===== src/rtl/panel_controller_pkg.sv =====
// Shared constants for the front-panel controller:
// tick defaults, value ranges, repeat FSM encoding, button indices.
package panel_controller_pkg;

  localparam int DEF_DEBOUNCE_TICKS = 2000;
  localparam int DEF_HOLD_TICKS     = 50000;
  localparam int DEF_REPEAT_TICKS   = 10000;

  localparam logic [7:0] DEF_FC_MIN   = 8'd1;
  localparam logic [7:0] DEF_FC_MAX   = 8'd128;
  localparam logic [1:0] DEF_MODE_MAX = 2'd3;
  localparam logic [1:0] RST_MODE     = 2'd0;

  localparam logic [1:0] ST_IDLE   = 2'd0;
  localparam logic [1:0] ST_HOLD   = 2'd1;
  localparam logic [1:0] ST_LOCK   = 2'd2;
  localparam logic [1:0] ST_REPEAT = 2'd3;

  localparam logic MODE_UP = 1'b1;
  localparam logic MODE_DN = 1'b0;
  localparam logic FC_UP   = 1'b0;
  localparam logic FC_DN   = 1'b1;

endpackage


===== src/rtl/panel_controller_if.sv =====
// Front-panel bundle: raw buttons in, mode/frequency
// state and change pulses out.
interface panel_controller_if;
  logic [1:0] h_pb;
  logic [1:0] v_pb;
  logic [1:0] mode;
  logic [7:0] freq_ctrl;
  logic       mode_evt;
  logic       fc_evt;

  modport master (
    output h_pb, v_pb,
    input  mode, freq_ctrl, mode_evt, fc_evt
  );

  modport slave (
    input  h_pb, v_pb,
    output mode, freq_ctrl, mode_evt, fc_evt
  );
endinterface


===== src/rtl/panel_controller_pb_debounce.sv =====
// One push button: 2-flop synchroniser, stability filter,
// debounced level and a single-cycle press pulse.
module pb_debounce
  import panel_controller_pkg::*;
#(
  parameter int DEBOUNCE_TICKS = DEF_DEBOUNCE_TICKS
) (
  input  logic clk_100kHz,
  input  logic rst_,
  input  logic raw,
  output logic level,
  output logic press
);

  localparam int CW = $clog2(DEBOUNCE_TICKS + 1);

  logic          s1;
  logic          s2;
  logic          armed;
  logic [CW-1:0] cnt;
  logic          flip;

  assign flip = (s2 != level)
             && (cnt == CW'(DEBOUNCE_TICKS - 1));

  // Synchroniser resets high and presses need a seen
  // release first, so a button held through reset is inert.
  always_ff @(posedge clk_100kHz or negedge rst_) begin
    if (!rst_) begin
      s1    <= 1'b1;
      s2    <= 1'b1;
      cnt   <= '0;
      level <= 1'b0;
      press <= 1'b0;
      armed <= 1'b0;
    end else begin
      s1    <= raw;
      s2    <= s1;
      press <= flip & s2 & armed;
      armed <= armed | (~s2 & ~level);
      if (s2 == level) begin
        cnt <= '0;
      end else if (flip) begin
        cnt   <= '0;
        level <= s2;
      end else begin
        cnt <= cnt + 1'b1;
      end
    end
  end

endmodule


===== src/rtl/panel_controller.sv =====
// Front-panel controller: debounced mode select and
// frequency word with hold-to-repeat on the freq buttons.
module panel_controller
  import panel_controller_pkg::*;
#(
  parameter int         DEBOUNCE_TICKS = DEF_DEBOUNCE_TICKS,
  parameter int         HOLD_TICKS     = DEF_HOLD_TICKS,
  parameter int         REPEAT_TICKS   = DEF_REPEAT_TICKS,
  parameter logic [7:0] FC_MIN         = DEF_FC_MIN,
  parameter logic [7:0] FC_MAX         = DEF_FC_MAX,
  parameter logic [1:0] MODE_MAX       = DEF_MODE_MAX
) (
  input  logic               clk_100kHz,
  input  logic               rst_,
  panel_controller_if.slave  pnl
);

  localparam int TMAX = (HOLD_TICKS > REPEAT_TICKS)
                      ? HOLD_TICKS : REPEAT_TICKS;
  localparam int TW   = $clog2(TMAX + 1);

  logic [1:0]    h_lvl, h_prs;
  logic [1:0]    v_lvl, v_prs;
  logic          h_up, h_dn;

  logic [1:0]    mode_q;
  logic          mode_evt_q;
  logic [7:0]    fc_q, fc_n;
  logic          fc_evt_q;

  logic [1:0]    st, st_n;
  logic [TW-1:0] tmr, tmr_n;
  logic          dir, dir_n;
  logic          step;

  for (genvar i = 0; i < 2; i++) begin : g_pb
    pb_debounce #(.DEBOUNCE_TICKS(DEBOUNCE_TICKS)) u_h (
      .clk_100kHz (clk_100kHz),
      .rst_       (rst_),
      .raw        (pnl.h_pb[i]),
      .level      (h_lvl[i]),
      .press      (h_prs[i])
    );
    pb_debounce #(.DEBOUNCE_TICKS(DEBOUNCE_TICKS)) u_v (
      .clk_100kHz (clk_100kHz),
      .rst_       (rst_),
      .raw        (pnl.v_pb[i]),
      .level      (v_lvl[i]),
      .press      (v_prs[i])
    );
  end

  assign h_up = h_prs[MODE_UP] & h_lvl[MODE_UP];
  assign h_dn = h_prs[MODE_DN] & h_lvl[MODE_DN];

  // Mode up has priority when both presses coincide.
  always_ff @(posedge clk_100kHz or negedge rst_) begin
    if (!rst_) begin
      mode_q     <= RST_MODE;
      mode_evt_q <= 1'b0;
    end else begin
      mode_evt_q <= 1'b0;
      priority case (1'b1)
        h_up: begin
          if (mode_q < MODE_MAX) begin
            mode_q     <= mode_q + 2'd1;
            mode_evt_q <= 1'b1;
          end
        end
        h_dn: begin
          if (mode_q != 2'd0) begin
            mode_q     <= mode_q - 2'd1;
            mode_evt_q <= 1'b1;
          end
        end
        default: ;
      endcase
    end
  end

  always_comb begin
    st_n  = st;
    tmr_n = tmr;
    dir_n = dir;
    step  = 1'b0;
    unique case (st)
      ST_IDLE: begin
        if (&v_lvl) begin
          st_n = ST_LOCK;
        end else if (v_prs[FC_UP]) begin
          step  = 1'b1;
          dir_n = FC_UP;
          tmr_n = TW'(HOLD_TICKS - 1);
          st_n  = ST_HOLD;
        end else if (v_prs[FC_DN]) begin
          step  = 1'b1;
          dir_n = FC_DN;
          tmr_n = TW'(HOLD_TICKS - 1);
          st_n  = ST_HOLD;
        end
      end
      ST_HOLD, ST_REPEAT: begin
        if (&v_lvl) begin
          st_n = ST_LOCK;
        end else if (!v_lvl[dir]) begin
          st_n = ST_IDLE;
        end else if (tmr == '0) begin
          step  = 1'b1;
          tmr_n = TW'(REPEAT_TICKS - 1);
          st_n  = ST_REPEAT;
        end else begin
          tmr_n = tmr - 1'b1;
        end
      end
      ST_LOCK: begin
        if (v_lvl == 2'b00) st_n = ST_IDLE;
      end
      default: st_n = ST_IDLE;
    endcase
  end

  always_comb begin
    fc_n = fc_q;
    if (dir_n == FC_UP) begin
      fc_n = (fc_q == FC_MAX) ? FC_MIN : fc_q + 8'd1;
    end else begin
      fc_n = (fc_q == FC_MIN) ? FC_MAX : fc_q - 8'd1;
    end
  end

  always_ff @(posedge clk_100kHz or negedge rst_) begin
    if (!rst_) begin
      st       <= ST_IDLE;
      tmr      <= '0;
      dir      <= FC_UP;
      fc_q     <= FC_MIN;
      fc_evt_q <= 1'b0;
    end else begin
      st       <= st_n;
      tmr      <= tmr_n;
      dir      <= dir_n;
      fc_evt_q <= step;
      if (step) fc_q <= fc_n;
    end
  end

  assign pnl.mode      = mode_q;
  assign pnl.mode_evt  = mode_evt_q;
  assign pnl.freq_ctrl = fc_q;
  assign pnl.fc_evt    = fc_evt_q;

endmodule


===== src/flat_wrapper.sv =====
// flat-port wrapper written by rule: the top's interface ports become plain ports
module panel_controller_flat import panel_controller_pkg::*;
#(
  parameter int         DEBOUNCE_TICKS = DEF_DEBOUNCE_TICKS,
  parameter int         HOLD_TICKS     = DEF_HOLD_TICKS,
  parameter int         REPEAT_TICKS   = DEF_REPEAT_TICKS,
  parameter logic [7:0] FC_MIN         = DEF_FC_MIN,
  parameter logic [7:0] FC_MAX         = DEF_FC_MAX,
  parameter logic [1:0] MODE_MAX       = DEF_MODE_MAX
)
  (clk_100kHz, rst_, pnl_h_pb, pnl_v_pb, pnl_mode, pnl_freq_ctrl, pnl_mode_evt, pnl_fc_evt);
  panel_controller_if pnl_i ();
  input  logic clk_100kHz;
  input  logic rst_;
  input wire logic [$bits(pnl_i.h_pb)-1:0] pnl_h_pb;
  input wire logic [$bits(pnl_i.v_pb)-1:0] pnl_v_pb;
  output wire logic [$bits(pnl_i.mode)-1:0] pnl_mode;
  output wire logic [$bits(pnl_i.freq_ctrl)-1:0] pnl_freq_ctrl;
  output wire logic [$bits(pnl_i.mode_evt)-1:0] pnl_mode_evt;
  output wire logic [$bits(pnl_i.fc_evt)-1:0] pnl_fc_evt;
  assign pnl_i.h_pb = pnl_h_pb;
  assign pnl_i.v_pb = pnl_v_pb;
  assign pnl_mode = pnl_i.mode;
  assign pnl_freq_ctrl = pnl_i.freq_ctrl;
  assign pnl_mode_evt = pnl_i.mode_evt;
  assign pnl_fc_evt = pnl_i.fc_evt;
  panel_controller #(.DEBOUNCE_TICKS(DEBOUNCE_TICKS), .HOLD_TICKS(HOLD_TICKS), .REPEAT_TICKS(REPEAT_TICKS), .FC_MIN(FC_MIN), .FC_MAX(FC_MAX), .MODE_MAX(MODE_MAX)) u_core (.clk_100kHz(clk_100kHz), .rst_(rst_), .pnl(pnl_i));
endmodule

===== config.mk =====
export PLATFORM = sky130hd
export DESIGN_NAME = panel_controller_flat
export DESIGN_NICKNAME = d
export VERILOG_FILES = /design/src/rtl/panel_controller_pkg.sv /design/src/rtl/panel_controller_if.sv /design/src/rtl/panel_controller_pb_debounce.sv /design/src/rtl/panel_controller.sv /design/src/flat_wrapper.sv
export SDC_FILE = /design/constraint.sdc
export NUM_CORES = 1
export LEC_CHECK = 0
export BUFFER_PORTS_ARGS = -buffer_cell sky130_fd_sc_hd__buf_2
export CAP_MARGIN = 20
export CELL_PAD_IN_SITES_DETAIL_PLACEMENT = 1
export CELL_PAD_IN_SITES_GLOBAL_PLACEMENT = 1
export CORE_ASPECT_RATIO = 0.9
export CORE_MARGIN = 5
export CORE_UTILIZATION = 25
export DETAILED_ROUTE_END_ITERATION = 12
export GPL_TIMING_DRIVEN = 0
export HOLD_SLACK_MARGIN = 0.15
export PLACE_DENSITY_LB_ADDON = 0.12
export SYNTH_ARGS = -nofsm -noshare
export SYNTH_HDL_FRONTEND = slang
export SYNTH_SLANG_ARGS = --single-unit

===== constraint.sdc =====
create_clock -name clk_100kHz -period 2.25 [get_ports clk_100kHz]
set_input_delay 0.45 -clock clk_100kHz [delete_from_list [all_inputs] [get_ports clk_100kHz]]
set_output_delay 0.45 -clock clk_100kHz [all_outputs]
set_load 0.1 [all_outputs]

======== After elaboration in Yosys (flattened, before gate mapping) ========
Cells that the tools add are included.
storage, ports and cells
  register bits after elaboration ......... 95
  logic and storage cells ................. 164
cells by class
  add/subtract/negate cells ............... 9
  bitwise operators ....................... 30
  reductions and logical operators ........ 20
  eq/ne operators ......................... 25
  muxes and demuxes ....................... 47
  order comparisons ....................... 2
operator list
  cell                   number
  $mux 16                6
  $mux 11                8
  $add 11x1->11 const B  4
  $eq 11x11->1 const B   4
  $pmux 16 s2            1
  $mux 8                 3
  $mux 2                 11
  $logic_not 16->1       1
  $mux 1                 16
  $sub 16x1->16 const B  1
  $and 1x1->1            14
  $not 1->1              12
  $reduce_and 2->1       5
  $add 8x1->8 const B    1
  $eq 8x1->1 const B     1
  $eq 8x8->1 const B     1
  $ne 4x3->1 const B     2
  $reduce_bool 2->1      4
  $sub 8x1->8 const B    1
  $ne 2x2->1 const B     3
  $pmux 2 s3             1
  $reduce_and 3->1       2
  $reduce_and 5->1       1
  $eq 1x1->1             4
  other kinds (14)       26

======== Depth between registers and ports, before layout ========
  depth after elaboration ................. 5
  gate-level depth with buffers ........... 9
  gate-level depth less buffers ........... 8

======== Cells and area by module ========
A second synthesis with hierarchy kept.
unflattened totals
  cell total of the unflattened synthesis .. 482
  area, all modules ....................... 4,902.2 um^2
by module, submodules not included
  module            area an instance (um^2)  instances  cells an instance
  pb_debounce       732.0                    4          66
  panel_controller  1,974.4                  1          218

======== Worst setup path after synthesis ========
Ideal clock, no wire load.
  kind .................................... reg-to-reg
  start ................................... reg u_core.fc_q[3] (netlist: u_core.pnl.freq_ctrl[3])
  end ..................................... reg u_core.fc_q[5] (netlist: u_core.pnl.freq_ctrl[5])
  data required time ...................... 2,128 ps
  clock period less this slack ............ 2,554 ps
  path buffers ............................ 1
  cell stages (with the launch flop) ...... 7
  slack ................................... -304 ps
  library setup time ...................... 122 ps
  arrival ................................. 2,431 ps
  cell sequence ........................... dfrtp_1 -> buf_2 -> or4_4 -> nor3_4 -> a22oi_2 -> a221o_1 -> a22o_1
on the way
  cells in the longest elaborated chain, start to end .. 3
  elaborated cells between the ends (all ways) .. 7
  classes of those cells .................. 2 x add/sub; 2 x eq/ne; 3 x mux
RTL lines
  item                                 RTL line                                          text
  start: declaration                   panel_controller.sv:28                            logic [7:0] fc_q, fc_n;
  start signal: assignment             panel_controller.sv:143                           if (step) fc_q <= fc_n;
  $add 8x1->8 (tied with other cells)  panel_controller.sv:125                           fc_n = (fc_q == FC_MAX) ? FC_MIN : fc_q + 8'd1;
  $mux 8 (on tied branches)            panel_controller.sv:125, panel_controller.sv:127
  $mux 8 *                             panel_controller.sv:124                           if (dir_n == FC_UP) begin
Every way passes the cells marked *; elsewhere a longest branch is shown, timed or not.
A chain may end at the register's enable or synchronous reset.

======== Final worst setup path ========
  start ................................... reg u_core.fc_q[2] (netlist: u_core.pnl.freq_ctrl[2])
  end ..................................... reg u_core.fc_q[2] (netlist: u_core.pnl.freq_ctrl[2])
Same word-level chain as after synthesis.

==> flow_summary.toml <==
[status]
status = "completed"

[route]
ant_nets = 0
wl_mm = 10.87
drc = 0
wl_per_cell_um = 14.40
first_pass_iters = 4
vias_per_cell = 4.665
drt_iter0_markers = 81
vias = 3522

[cts]
cts_buffer_depth = 2
clock-root-buffer = "clkbuf_16"
cts_sinks = 95
cts_made_buffers = 9
clk-insertion-delay-late_ns = 0.35
cts_tree = "built"
path_clk_slew_ns = 0.07
htreeDepth = 3

[power_and_ir_drop]
switching_share_pct = 22.36
ir_worst_vdd_mv = 0.3387
report.power.total_mw = 3.552
p_int_mw = 2.758
clkPwrFrac_pct = 47.9
leakagePower_nw = 2.568
comb_power_share_pct = 2.7
p_sw_mw = 0.7942
p_per_area_nw_per_um2 = 640.7
pwr-share-seq_pct = 49.4

[floorplanning]
die_h_um = 140.2
start_util_pct = 25.48
pin_count = 18
core-area_um2 = 18470
die-area_um2 = 21670
die_w_um = 154.6
num_rows = 47

[synth]
synth_top_flop_cell = "dfrtp_1"
yosysUniqueCellTypes = 64
synthSimpleGateAreaFrac_pct = 22.31
ys_ff_latch = 95
synth_nets = 492
synth_enable_flop_cells = 0
netlist_instances = 473
synth-adder-area-share_pct = 3.457
synth-compound-area-share_pct = 11.67
synth_mux_area_share_pct = 1.728
ys_warn_count = 0
yosysSeqAreaShare_pct = 50.76
netlist_area_um2 = 4706
avgSynthCellArea_um2 = 9.949
synthArstFlopShare_pct = 100.0
synth-xor-area-share_pct = 6.886
synth_top_family_by_area = "simple AND/OR/NAND/NOR gates"

[sta]
layout_setup_ws_ns = 0.06050
worstMarginPinSlew_ns = 0.7129
grt_setup_unrepaired = "false"
whs_ns = 0.1982
finalHoldViolCount = 0
fin_worst_skew_ns = 0.01119
final.min_clock_period_ns = 2.189
drv_slew = 0
setup_viol = 0
fin_crit_sh_pct = 97.31
fmaxAchievable_ghz = 0.4567
slew_headroom_pct = 52.16

[placed_design]
post-place-ws_ns = -0.2387
dp_hpwl_mm = 7.417
postPlaceCellArea_um2 = 5150
globalplace.congestion = 0.7097
portBuffers = 17

[setup_path]
r2r-start = "u_core.pnl.freq_ctrl[2]"
endpoint = "u_core.pnl.freq_ctrl[2]"
worstSetupEndpointType = "flip-flop"
path_cells = "or4_4 > nor3_4 > a22oi_2 > a221o_1 > a22o_1"
startpoint_type = "flip-flop"
r2r_end = "u_core.pnl.freq_ctrl[2]"
reg2reg_slack_ns = 0.06
setup.worst_path.class = "flip-flop to flip-flop"
crit_start = "u_core.pnl.freq_ctrl[2]"
cp_data_arrival_time_ns = 2.43
slowest_delay_ns = 0.57
path_max_fanout = 10
slowest_stage = "or4_4"
critical_path_required_ns = 2.49
reg2reg_depth = 5

[global_route]
grt_pass1_wl_mm = 18.69
first_global_vias = 3723
grt_overflow = 0
antenna_found_initial = 0
grt_max_degree = 61
grt_usage_pct = 10.48

[cells_and_area]
final_util_pct = 30.02
drive_above_1_share_pct = 14.90
num-nets-final = 524
syn2layout_area_growth_pct = 17.81
num_antenna_cells = 0
fillers = 2120
stdcell_area_um2 = 5544

[worst_hold_path]
hold_start = "pnl_h_pb[1]"
hold_class = "primary input to flip-flop"

[flow_run]
maxCapViolations = 0
-- through the flow --
| stage | TNS [ns] | std cells |
|---|---|---|
| floorplan | -0.07917 | 473 |
| global placement | -42.00 | 735 |
| detailed placement | -1.205 | 736 |
| CTS | -0.01357 | 755 |
| global route | 0 | 755 |
| finish | 0 | 755 |
-- cell usage in the layout (no fill, tap or decap), drive strengths merged, types with 14 or more instances in the layout --
| master | instances |
|---|---|
| a21oi | 15 |
| and3 | 17 |
| buf | 27 |
| clkbuf | 14 |
| dfrtp | 86 |
| inv | 25 |
| nand2 | 31 |
| nand3 | 32 |
| nor2 | 70 |
| o21ai | 20 |
| xnor2 | 18 |
| xor2 | 19 |
-- cell type report --
cell class                      instances  area (um2)  share of cell area [%]
Sequential cell                        95        2399                   43.26
Inverter                               25       101.3                   1.828
Clock buffer                           11       232.7                   4.198
Buffer                                  8       53.80                  0.9704
Timing Repair Buffer                   23       155.1                   2.798
Tap cell                              245       306.5                   5.529
Multi-Input combinational cell        343        2207                   39.81
Clock inverter                          5       88.84                   1.602
-- cell families (layout without fill, tap and decap cells) --
logic type,Yosys count,after routing
AO/OA/AOI/OAI,78,78
XOR/XNOR,37,37
adder cells (fa/ha/maj),13,13
buffers and inverters,35,72
flip-flops,95,95
multiplexers,8,8
AND/OR/NAND/NOR,207,207
-- flip-flops by register name, indices dropped and copies added (netlist names), 8 cells and up --
register / count
u_core.pnl.freq_ctrl: 8
u_core.g_pb.u_v.cnt: 22
u_core.tmr: 16
u_core.g_pb.u_h.cnt: 22
-- worst min-delay path by stage --
stage	cells after the start	endpoint	slack (ns)
final	1	u_core.g_pb[1].u_h.s1	0.20
after global routing	1	u_core.g_pb[1].u_v.s1	0.18
after CTS	1	u_core.g_pb[1].u_h.s1	0.18
after detailed placement	0	u_core.g_pb[0].u_v.s2	0.35
after global placement	0	u_core.g_pb[0].u_v.s2	0.35
after floorplan	0	u_core.dir	0.15
-- synth_stat cells (4+ instances only) --
cell	n	area, um2
o21a_1	5	37.54
xor2_1	19	166.4
and2_1	7	43.79
nor2b_1	5	31.28
dfrtp_1	86	2152
nand2_1	31	116.4
a21oi_1	15	75.07
xnor2_1	18	157.7
ha_1	13	162.7
a31oi_1	4	25.02
and3_1	17	106.4
or2_2	6	37.54
o21ai_0	17	85.08
inv_1	23	86.33
dfstp_2	9	236.5
nand4_1	6	37.54
o31ai_1	4	30.03
nand3_1	32	160.2
mux2i_1	7	70.07
nor3_1	8	40.04
o22a_1	4	35.03
nor2_1	70	262.8
buf_2	6	30.03
-- layer usage --
metal	vias up	GRT usage, %	wire length [um]
li1	1717	-	-
met4	0	3.346	149
met2	35	16.59	4953
met1	1759	14.26	5507
met5	-	0	0
met3	11	2.344	261
-- power groups by stage --
stage	Sequential [mW]	Clock [mW]	Combinational [mW]
after global placement	1.79	0	0.0951
final	1.75	1.70	0.0965
after CTS	1.75	1.79	0.104
after global routing	1.76	1.85	0.119
after floorplan	1.78	0	0.0408
after detailed placement	1.79	0	0.103
-- critical path, delay by kind of cell (launching register included) --
family / cells / cell delay [ns]
compound gates: 3 / 0.72
flops: 1 / 0.54
simple gates: 2 / 0.82
-- what timing repair did --
action                     in CTS  in global routing
setup buffers                   2                  2
resized for setup               3                 10
cloned                          0                  0
hold endpoints to repair       34                  0
setup endpoints to repair      14                 12
hold buffers                    1                  0
pin swaps                       2                  5
(Power assumes the default switching activity.)
